<file path="src/rtl/fb_arbiter.sv">
// ---------------------------------------------------------------------------
// fb_arbiter
//
// Single-port framebuffer arbiter shared by the VGA pixel path and the CPU.
// Framebuffer pixels are prefetched in raster order into a small show-ahead
// FIFO. The display pops that FIFO one pixel per active pixel clock. Memory
// slots the fetch does not need are granted to CPU reads and writes. At most
// one RAM access is issued per cycle.
//
// Ports (all synchronous to clk_25):
//   clk_25       pixel clock, the only clock
//   rst          synchronous active-high reset
//   frame_start  one-cycle pulse; flushes the FIFO and restarts fetch at 0
//   pix_pop      display consumes the FIFO head this cycle
//   pix_rgb      FIFO head pixel, 0 when empty
//   pix_valid    FIFO non-empty
//   underflow    sticky: pop seen while empty; cleared by frame_start / rst
//   cpu_req      CPU request, held until cpu_ack
//   cpu_we       1 = write, 0 = read
//   cpu_addr     CPU pixel address
//   cpu_wdata    CPU write pixel
//   cpu_ack      one-cycle completion pulse
//   cpu_rdata    read data, valid with cpu_ack
//   mem_en       registered RAM strobe
//   mem_we       registered RAM write enable
//   mem_addr     registered RAM address
//   mem_wdata    registered RAM write data
//   mem_rdata    synchronous RAM read data, one cycle after mem_en
// ---------------------------------------------------------------------------
module fb_arbiter #(
    parameter int unsigned ADDR_W     = 19,
    parameter int unsigned FB_PIXELS  = 307200,
    parameter int unsigned FIFO_DEPTH = 16,
    parameter int unsigned LOW_WATER  = 8
) (
    input  logic              clk_25,
    input  logic              rst,
    input  logic              frame_start,
    input  logic              pix_pop,
    output logic [8:0]        pix_rgb,
    output logic              pix_valid,
    output logic              underflow,
    input  logic              cpu_req,
    input  logic              cpu_we,
    input  logic [ADDR_W-1:0] cpu_addr,
    input  logic [8:0]        cpu_wdata,
    output logic              cpu_ack,
    output logic [8:0]        cpu_rdata,
    output logic              mem_en,
    output logic              mem_we,
    output logic [ADDR_W-1:0] mem_addr,
    output logic [8:0]        mem_wdata,
    input  logic [8:0]        mem_rdata
);

    localparam int unsigned PTR_W = $clog2(FIFO_DEPTH);
    localparam int unsigned LVL_W = PTR_W + 1;
    // One extra bit so level + inflight can never wrap.
    localparam int unsigned SUM_W = LVL_W + 1;

    localparam logic [ADDR_W-1:0] LAST_ADDR = ADDR_W'(FB_PIXELS - 1);
    localparam logic [SUM_W-1:0]  DEPTH_S   = SUM_W'(FIFO_DEPTH);
    localparam logic [SUM_W-1:0]  LOW_S     = SUM_W'(LOW_WATER);

    typedef enum logic [1:0] {
        CPU_IDLE,
        CPU_RD1,
        CPU_RD2,
        CPU_COOL
    } cpu_state_t;

    cpu_state_t cpu_state;
    cpu_state_t cpu_state_nxt;

    // Prefetch FIFO storage and bookkeeping
    logic [8:0]        fifo_mem [FIFO_DEPTH];
    logic [PTR_W-1:0]  wr_ptr;
    logic [PTR_W-1:0]  rd_ptr;
    logic [LVL_W-1:0]  level;

    // Fetch sequencing
    logic              fetch_active;
    logic [ADDR_W-1:0] fetch_addr;
    // fetch_p1: fetch issued at the previous edge (RAM reading now)
    // fetch_p2: fetch whose data is on mem_rdata this cycle
    logic              fetch_p1;
    logic              fetch_p2;
    logic [SUM_W-1:0]  occupancy;

    // Arbitration / control
    logic              cpu_idle;
    logic              rd_capture;
    logic              cpu_ok;
    logic              fetch_ok;
    logic              grant_fetch;
    logic              grant_cpu;
    logic              fifo_push;
    logic              fifo_pop;
    logic              pop_empty;

    // -----------------------------------------------------------------------
    // Arbitration
    // -----------------------------------------------------------------------
    always_comb begin
        occupancy   = SUM_W'(level) + SUM_W'(fetch_p1) + SUM_W'(fetch_p2);
        cpu_ok      = cpu_req && cpu_idle;
        // No fetch on a frame_start edge: the address is being rewound.
        fetch_ok    = fetch_active && !frame_start && (occupancy < DEPTH_S);
        grant_fetch = fetch_ok && ((occupancy < LOW_S) || !cpu_ok);
        grant_cpu   = cpu_ok && !grant_fetch;
    end

    // -----------------------------------------------------------------------
    // FIFO control
    // frame_start flushes the FIFO, drops the returning fetch and ignores a
    // coincident pop.
    // -----------------------------------------------------------------------
    always_comb begin
        fifo_push = fetch_p2 && !frame_start;
        fifo_pop  = pix_pop && (level != '0) && !frame_start;
        pop_empty = pix_pop && (level == '0) && !frame_start;
    end

    always_ff @(posedge clk_25) begin
        if (rst) begin
            level        <= '0;
            wr_ptr       <= '0;
            rd_ptr       <= '0;
            underflow    <= 1'b0;
            fetch_active <= 1'b0;
            fetch_addr   <= '0;
            fetch_p1     <= 1'b0;
            fetch_p2     <= 1'b0;
        end else begin
            fetch_p1 <= grant_fetch;
            // Clearing the pipeline tag discards the stale return.
            fetch_p2 <= fetch_p1 && !frame_start;

            if (frame_start) begin
                level        <= '0;
                wr_ptr       <= '0;
                rd_ptr       <= '0;
                underflow    <= 1'b0;
                fetch_active <= 1'b1;
                fetch_addr   <= '0;
            end else begin
                if (grant_fetch) begin
                    // Stop after the last pixel; the address never wraps here.
                    if (fetch_addr == LAST_ADDR) begin
                        fetch_active <= 1'b0;
                    end else begin
                        fetch_addr <= fetch_addr + 1'b1;
                    end
                end

                if (fifo_push) begin
                    wr_ptr <= wr_ptr + 1'b1;
                end
                if (fifo_pop) begin
                    rd_ptr <= rd_ptr + 1'b1;
                end
                if (pop_empty) begin
                    underflow <= 1'b1;
                end

                case ({fifo_push, fifo_pop})
                    2'b10:   level <= level + 1'b1;
                    2'b01:   level <= level - 1'b1;
                    default: level <= level;
                endcase
            end
        end
    end

    always_ff @(posedge clk_25) begin
        if (!rst && fifo_push) begin
            fifo_mem[wr_ptr] <= mem_rdata;
        end
    end

    always_comb begin
        pix_valid = (level != '0);
        pix_rgb   = pix_valid ? fifo_mem[rd_ptr] : '0;
    end

    // -----------------------------------------------------------------------
    // CPU FSM: state register
    // -----------------------------------------------------------------------
    always_ff @(posedge clk_25) begin
        if (rst) begin
            cpu_state <= CPU_IDLE;
        end else begin
            cpu_state <= cpu_state_nxt;
        end
    end

    // CPU FSM: next state
    always_comb begin
        cpu_state_nxt = cpu_state;
        case (cpu_state)
            CPU_IDLE: begin
                if (grant_cpu) begin
                    cpu_state_nxt = cpu_we ? CPU_COOL : CPU_RD1;
                end
            end
            CPU_RD1:  cpu_state_nxt = CPU_RD2;
            CPU_RD2:  cpu_state_nxt = CPU_COOL;
            // One dead edge so a request still held after ack is not regranted.
            CPU_COOL: cpu_state_nxt = CPU_IDLE;
            default:  cpu_state_nxt = CPU_IDLE;
        endcase
    end

    // CPU FSM: outputs
    always_comb begin
        cpu_idle   = (cpu_state == CPU_IDLE);
        rd_capture = (cpu_state == CPU_RD2);
    end

    // -----------------------------------------------------------------------
    // RAM port and CPU response registers
    // -----------------------------------------------------------------------
    always_ff @(posedge clk_25) begin
        if (rst) begin
            mem_en    <= 1'b0;
            mem_we    <= 1'b0;
            mem_addr  <= '0;
            mem_wdata <= '0;
            cpu_ack   <= 1'b0;
            cpu_rdata <= '0;
        end else begin
            mem_en <= grant_fetch || grant_cpu;
            mem_we <= grant_cpu && cpu_we;
            if (grant_fetch) begin
                mem_addr <= fetch_addr;
            end else if (grant_cpu) begin
                mem_addr  <= cpu_addr;
                mem_wdata <= cpu_wdata;
            end

            // Writes ack at the grant edge; reads ack when data is captured.
            cpu_ack <= (grant_cpu && cpu_we) || rd_capture;
            if (rd_capture) begin
                cpu_rdata <= mem_rdata;
            end
        end
    end

endmodule

</file>
<file path="config.mk">
export PLATFORM = sky130hd
export DESIGN_NAME = fb_arbiter
export DESIGN_NICKNAME = d
export VERILOG_FILES = /design/src/rtl/fb_arbiter.sv
export SDC_FILE = /design/constraint.sdc
export NUM_CORES = 1
export LEC_CHECK = 0
export CORE_ASPECT_RATIO = 0.9
export CORE_MARGIN = 2
export CORE_UTILIZATION = 50
export DETAILED_ROUTE_END_ITERATION = 12
export GPL_TIMING_DRIVEN = 0
export PLACE_DENSITY = 0.74
export SETUP_SLACK_MARGIN = 0.05
export SYNTH_ARGS = -nofsm -noshare
export SYNTH_HDL_FRONTEND = slang
export SYNTH_SLANG_ARGS = --single-unit
export TNS_END_PERCENT = 5
</file>
<file path="constraint.sdc">
create_clock -name clk_25 -period 2.9 [get_ports clk_25]
set_clock_uncertainty 0.05 [all_clocks]
set_input_delay 0.87 -clock clk_25 [delete_from_list [all_inputs] [get_ports clk_25]]
set_output_delay 0.87 -clock clk_25 [all_outputs]
set_load 0.02 [all_outputs]
</file>
==> Implementation_results.wiki <==
{| class="wikitable"
! Metric !! Value
|-
| Final worst slack || -0.523 ns
|-
| Post-Place Cells || around 980
|-
| Maxcap violations || 0
|-
| Synth Net Count || 700
|-
| Worst-skew pair later-pin latency || between 0.5 and 0.6 ns
|-
| EDFF count, synth || about 140
|-
| Dominant synthesized flop cell || sky130_fd_sc_hd__edfxtp_1
|-
| Cell-by-cell trace of the critical path || buf_12, buf_12, buf_16, mux4_2, mux4_2, nor2b_4, buf_6
|-
| Synth Area in XOR/XNOR || 0.863%
|-
| PnR Total Power || 0.00736 W
|-
| Total global-route track usage || 21.6%
|-
| Ratio of cells with drive above 1 in the final layout || 17.8%
|-
| CTS tree || built
|-
| Cell with the largest stage delay on the worst path || sky130_fd_sc_hd__mux4_2
|-
| Final cycle utilization of the critical path || 118%
|-
| CP max stage delay || 0.50 ns
|-
| Result of the run || complete, but fails checks
|-
| Vertical die dimension || 132 um
|-
| Maximum number of pins on one net before global-route repair || 18
|-
| # diodes || 0
|-
| Final weighted congestion of routability-driven global placement || 0.853
|-
| Routed via count || 5857
|-
| Combinational family with the most area after synthesis || multiplexers
|-
| Final critical path time including I/O delays and setup || 3.42 ns
|-
| Worst IR Drop VDD || between 300 and 400 uV
|-
| Mux contribution to synthesized area || 13.4%
|-
| Number of instances on the worst hold path || 1
|-
| Root buffer cell || sky130_fd_sc_hd__clkbuf_16
|-
| Startpoint type of the worst setup path || flip-flop
|-
| Vias in the first global route || 5878
|-
| Number of setup violations in the final report || 10
|-
| Area growth syn-to-layout || 25.1%
|-
| Failing checks || setup timing
|-
| RSZ-0062 raised after global routing || yes
|-
| Worst Max-Slew Pin Slew || 1.06 ns
|-
| Worst Path Class, Setup || reg -> out
|-
| Pwr Density || around 640 nW/um^2
|-
| Cell area after layout || 11400 um^2
|-
| Iteration-0 DRC Markers || about 410
|-
| Critical path peak fanout || 6
|-
| Core Box Area || 17800 um^2
|-
| Most common cell after layout, fill and taps aside || sky130_fd_sc_hd__edfxtp_1
|-
| Placement-stage cell area || 10400 um^2
|-
| Count of different cell masters after synthesis || 46
|-
| Total routed wirelength || 20700 um
|-
| Worst Reg2Reg Path Length in Cells || 9
|-
| Fraction of the mapped netlist area in adder cells || under 10%
|-
| Share of the synthesized area in compound gates (AO/OA/AOI/OAI) || 5.96%
|-
| Warning count from the yosys run || 0
|-
| Mapped Cells || 642
|-
| Cell area after synthesis || 9140 um^2
|-
| Post-synthesis async set-or-reset flop share || 0%
|-
| PortBufs || 93
|-
| Register area share after synthesis || 65.3%
|-
| IO Pins || 94
|-
| Slew Limit Headroom || 28.9%
|-
| DRC || 0
|-
| Most frequent cells in the layout || sky130_fd_sc_hd__edfxtp_1, sky130_fd_sc_hd__clkdlybuf4s50_1, sky130_fd_sc_hd__dfxtp_1
|-
| Flops & latches, synth || ~230
|-
| Data required time of the critical path || 1.98 ns
|-
| Min-Delay Startpoint || fetch_p1$_SDFF_PP0_
|-
| Worst min-delay path endpoint || fetch_p2$_SDFF_PP0_
|-
| Final Instance Count excl. Fillers || between 1000 and 1500
|-
| Deepest clock path buffer count || 3
|-
| Number of buffers added by the clock tree synthesis step || 23
|-
| Die area || 19400 um^2
|-
| Utilization of the core after routing || 64.3%
|-
| Number of sinks driven by the clock tree || about 230
|-
| Crit Reg-Reg Endpoint || level[4]$_SDFFE_PP0P_
|-
| Average instance area after synthesis || between 10 and 15 um^2
|-
| Startpoint of the worst-slack reg-to-reg timing path || level[0]$_SDFFE_PP0P_
|-
| Highest clock frequency the design can meet || about 290 MHz
|-
| Routed WL per cell || 20.2 um
|-
| Die X || 147 um
|-
| First-pass GRT wire length || 32800 um
|-
| Post-layout nets || 826
|-
| Estimated wirelength of the detail-placed design || 13900 um
|-
| Arrival time of data at the critical path endpoint || 2.50 ns
|-
| Post-placement setup slack || -1.03 ns
|-
| Number of detailed-routing iterations run before antenna repair || 5
|-
| H-tree depth || 1
|-
| Number of rows created at floorplan || 46
|-
| Pins Over Slew Limit || 0
|-
| HP Class || reg -> reg
|-
| Final Hold Viols || 0
|-
| Crit path capture type || output port
|-
| Clock-pin slew on the worst setup and hold paths || 0.07 ns
|-
| Initial antenna violation count || 1
|-
| Per-cell via count in the routed design || 5.71
|-
| Aggregate global routing overflow || 0
|-
| Synthesized-area fraction occupied by and/or/nand/nor cells || 9.98%
|-
| Pleak || 3.85 nW
|-
| Remaining number of nets flagged by the antenna check after routing || 0
|-
| Starting utilization of the core area || 51.4%
|-
| Worst-case register-to-register setup slack || -0.12 ns
|-
| Final-layout fill cell count || 1248
|}
final cells by class:
class	instances	area [um^2]	share of cell area, %
flip-flops and latches	226	5970	52.2
clock buffers	28	634	5.55
repair buffers	102	1050	9.23
inverters	16	60.1	0.525
clock inverters	14	115	1.01
well taps	240	300	2.63
multi-input cells	362	3050	26.7
plain buffers	37	246	2.16
through the flow:
step	TNS, ns	hold WS [ns]
3_5_place_dp	-75.47	0.414
4_1_cts	-4.96	0.434
3_3_place_gp	-86.19	0.412
6_report	-4.70	0.427
2_1_floorplan	0	0.380
5_1_grt	-5.42	0.456
worst max-delay path by stage:
stage	from	to	slack [ns]	depth (start not counted)
3_5_place_dp	flip-flop	pix_rgb[0]	-1.03	6
6_report	flip-flop	pix_rgb[6]	-0.52	7
4_1_cts	flip-flop	pix_rgb[5]	-0.54	7
2_1_floorplan	frame_start	level[4]$_SDFFE_PP0P_	0.03	10
3_3_place_gp	flip-flop	pix_rgb[2]	-0.97	6
5_1_grt	flip-flop	pix_rgb[6]	-0.58	7
synth_stat cells (3+ instances only):
master,number,area share [%]
sky130_fd_sc_hd__and2_1,3,0.21
sky130_fd_sc_hd__buf_2,7,0.38
sky130_fd_sc_hd__a21oi_1,24,1.3
sky130_fd_sc_hd__dfxtp_1,82,18
sky130_fd_sc_hd__xor2_1,5,0.48
sky130_fd_sc_hd__nor2b_1,12,0.82
sky130_fd_sc_hd__a311oi_1,21,2.0
sky130_fd_sc_hd__or3_1,4,0.27
sky130_fd_sc_hd__ha_1,14,1.9
sky130_fd_sc_hd__nand2_1,54,2.2
sky130_fd_sc_hd__nor2_1,74,3.0
sky130_fd_sc_hd__mux4_2,45,11
sky130_fd_sc_hd__or4_1,14,1.2
sky130_fd_sc_hd__nand3_1,5,0.27
sky130_fd_sc_hd__o31ai_1,12,0.99
sky130_fd_sc_hd__o21ai_0,8,0.44
sky130_fd_sc_hd__clkbuf_1,28,1.2
sky130_fd_sc_hd__nand4_1,6,0.41
sky130_fd_sc_hd__xnor2_1,4,0.38
sky130_fd_sc_hd__mux2i_1,21,2.3
sky130_fd_sc_hd__inv_1,16,0.66
sky130_fd_sc_hd__edfxtp_1,144,47
sky130_fd_sc_hd__a21o_1,4,0.33
sky130_fd_sc_hd__nor3_1,7,0.38
where the power goes:
group          internal [W]  total, W  switching (W)
Clock               0.00166   0.00290        0.00124
Combinational      0.000382  0.000877       0.000494
Sequential          0.00352   0.00358      0.0000550
cell families (layout without fill, tap and decap cells):
group	Yosys count	in the layout
DFF	226	226
and+or+nand+nor	194	194
AOI/OAI and AO/OA	78	78
muxes	66	66
buffers and inverters	54	197
adders and majority gates	15	15
xor gates and xnor gates	9	9
worst max-delay path: cells and delay by family (launching register included):
kind          cells  cell delay (ns)
buf+inv           4             0.51
flops             1             0.35
mux               2             0.98
simple gates      1             0.15
layer usage:
metal	track usage (%)	part of all wire (%)
met2	33.1	46
met3	5.88	8.3
met1	30.8	44
met5	0	0.068
met4	6.09	2.0
timing repair:
| item | 4_1_cts | 5_1_grt |
|---|---|---|
| gates resized for setup | 74 | 35 |
| pin swaps | 0 | 0 |
| gates cloned | 2 | 0 |
| endpoints found under the setup margin | 11 | 112 |
| setup buffers | 4 | 0 |
| hold buffers | 0 | 0 |
registers in the layout, indices dropped and copies added, names as in the netlist, 2 cells and up, named ones only:
register	flops
mem_wdata	9
rd_ptr	4
mem_addr	19
fifo_mem	144
cpu_rdata	9
fetch_addr	19
cpu_state	2
wr_ptr	4
level	5
No activity file was read; power rests on OpenSTA's default activity.
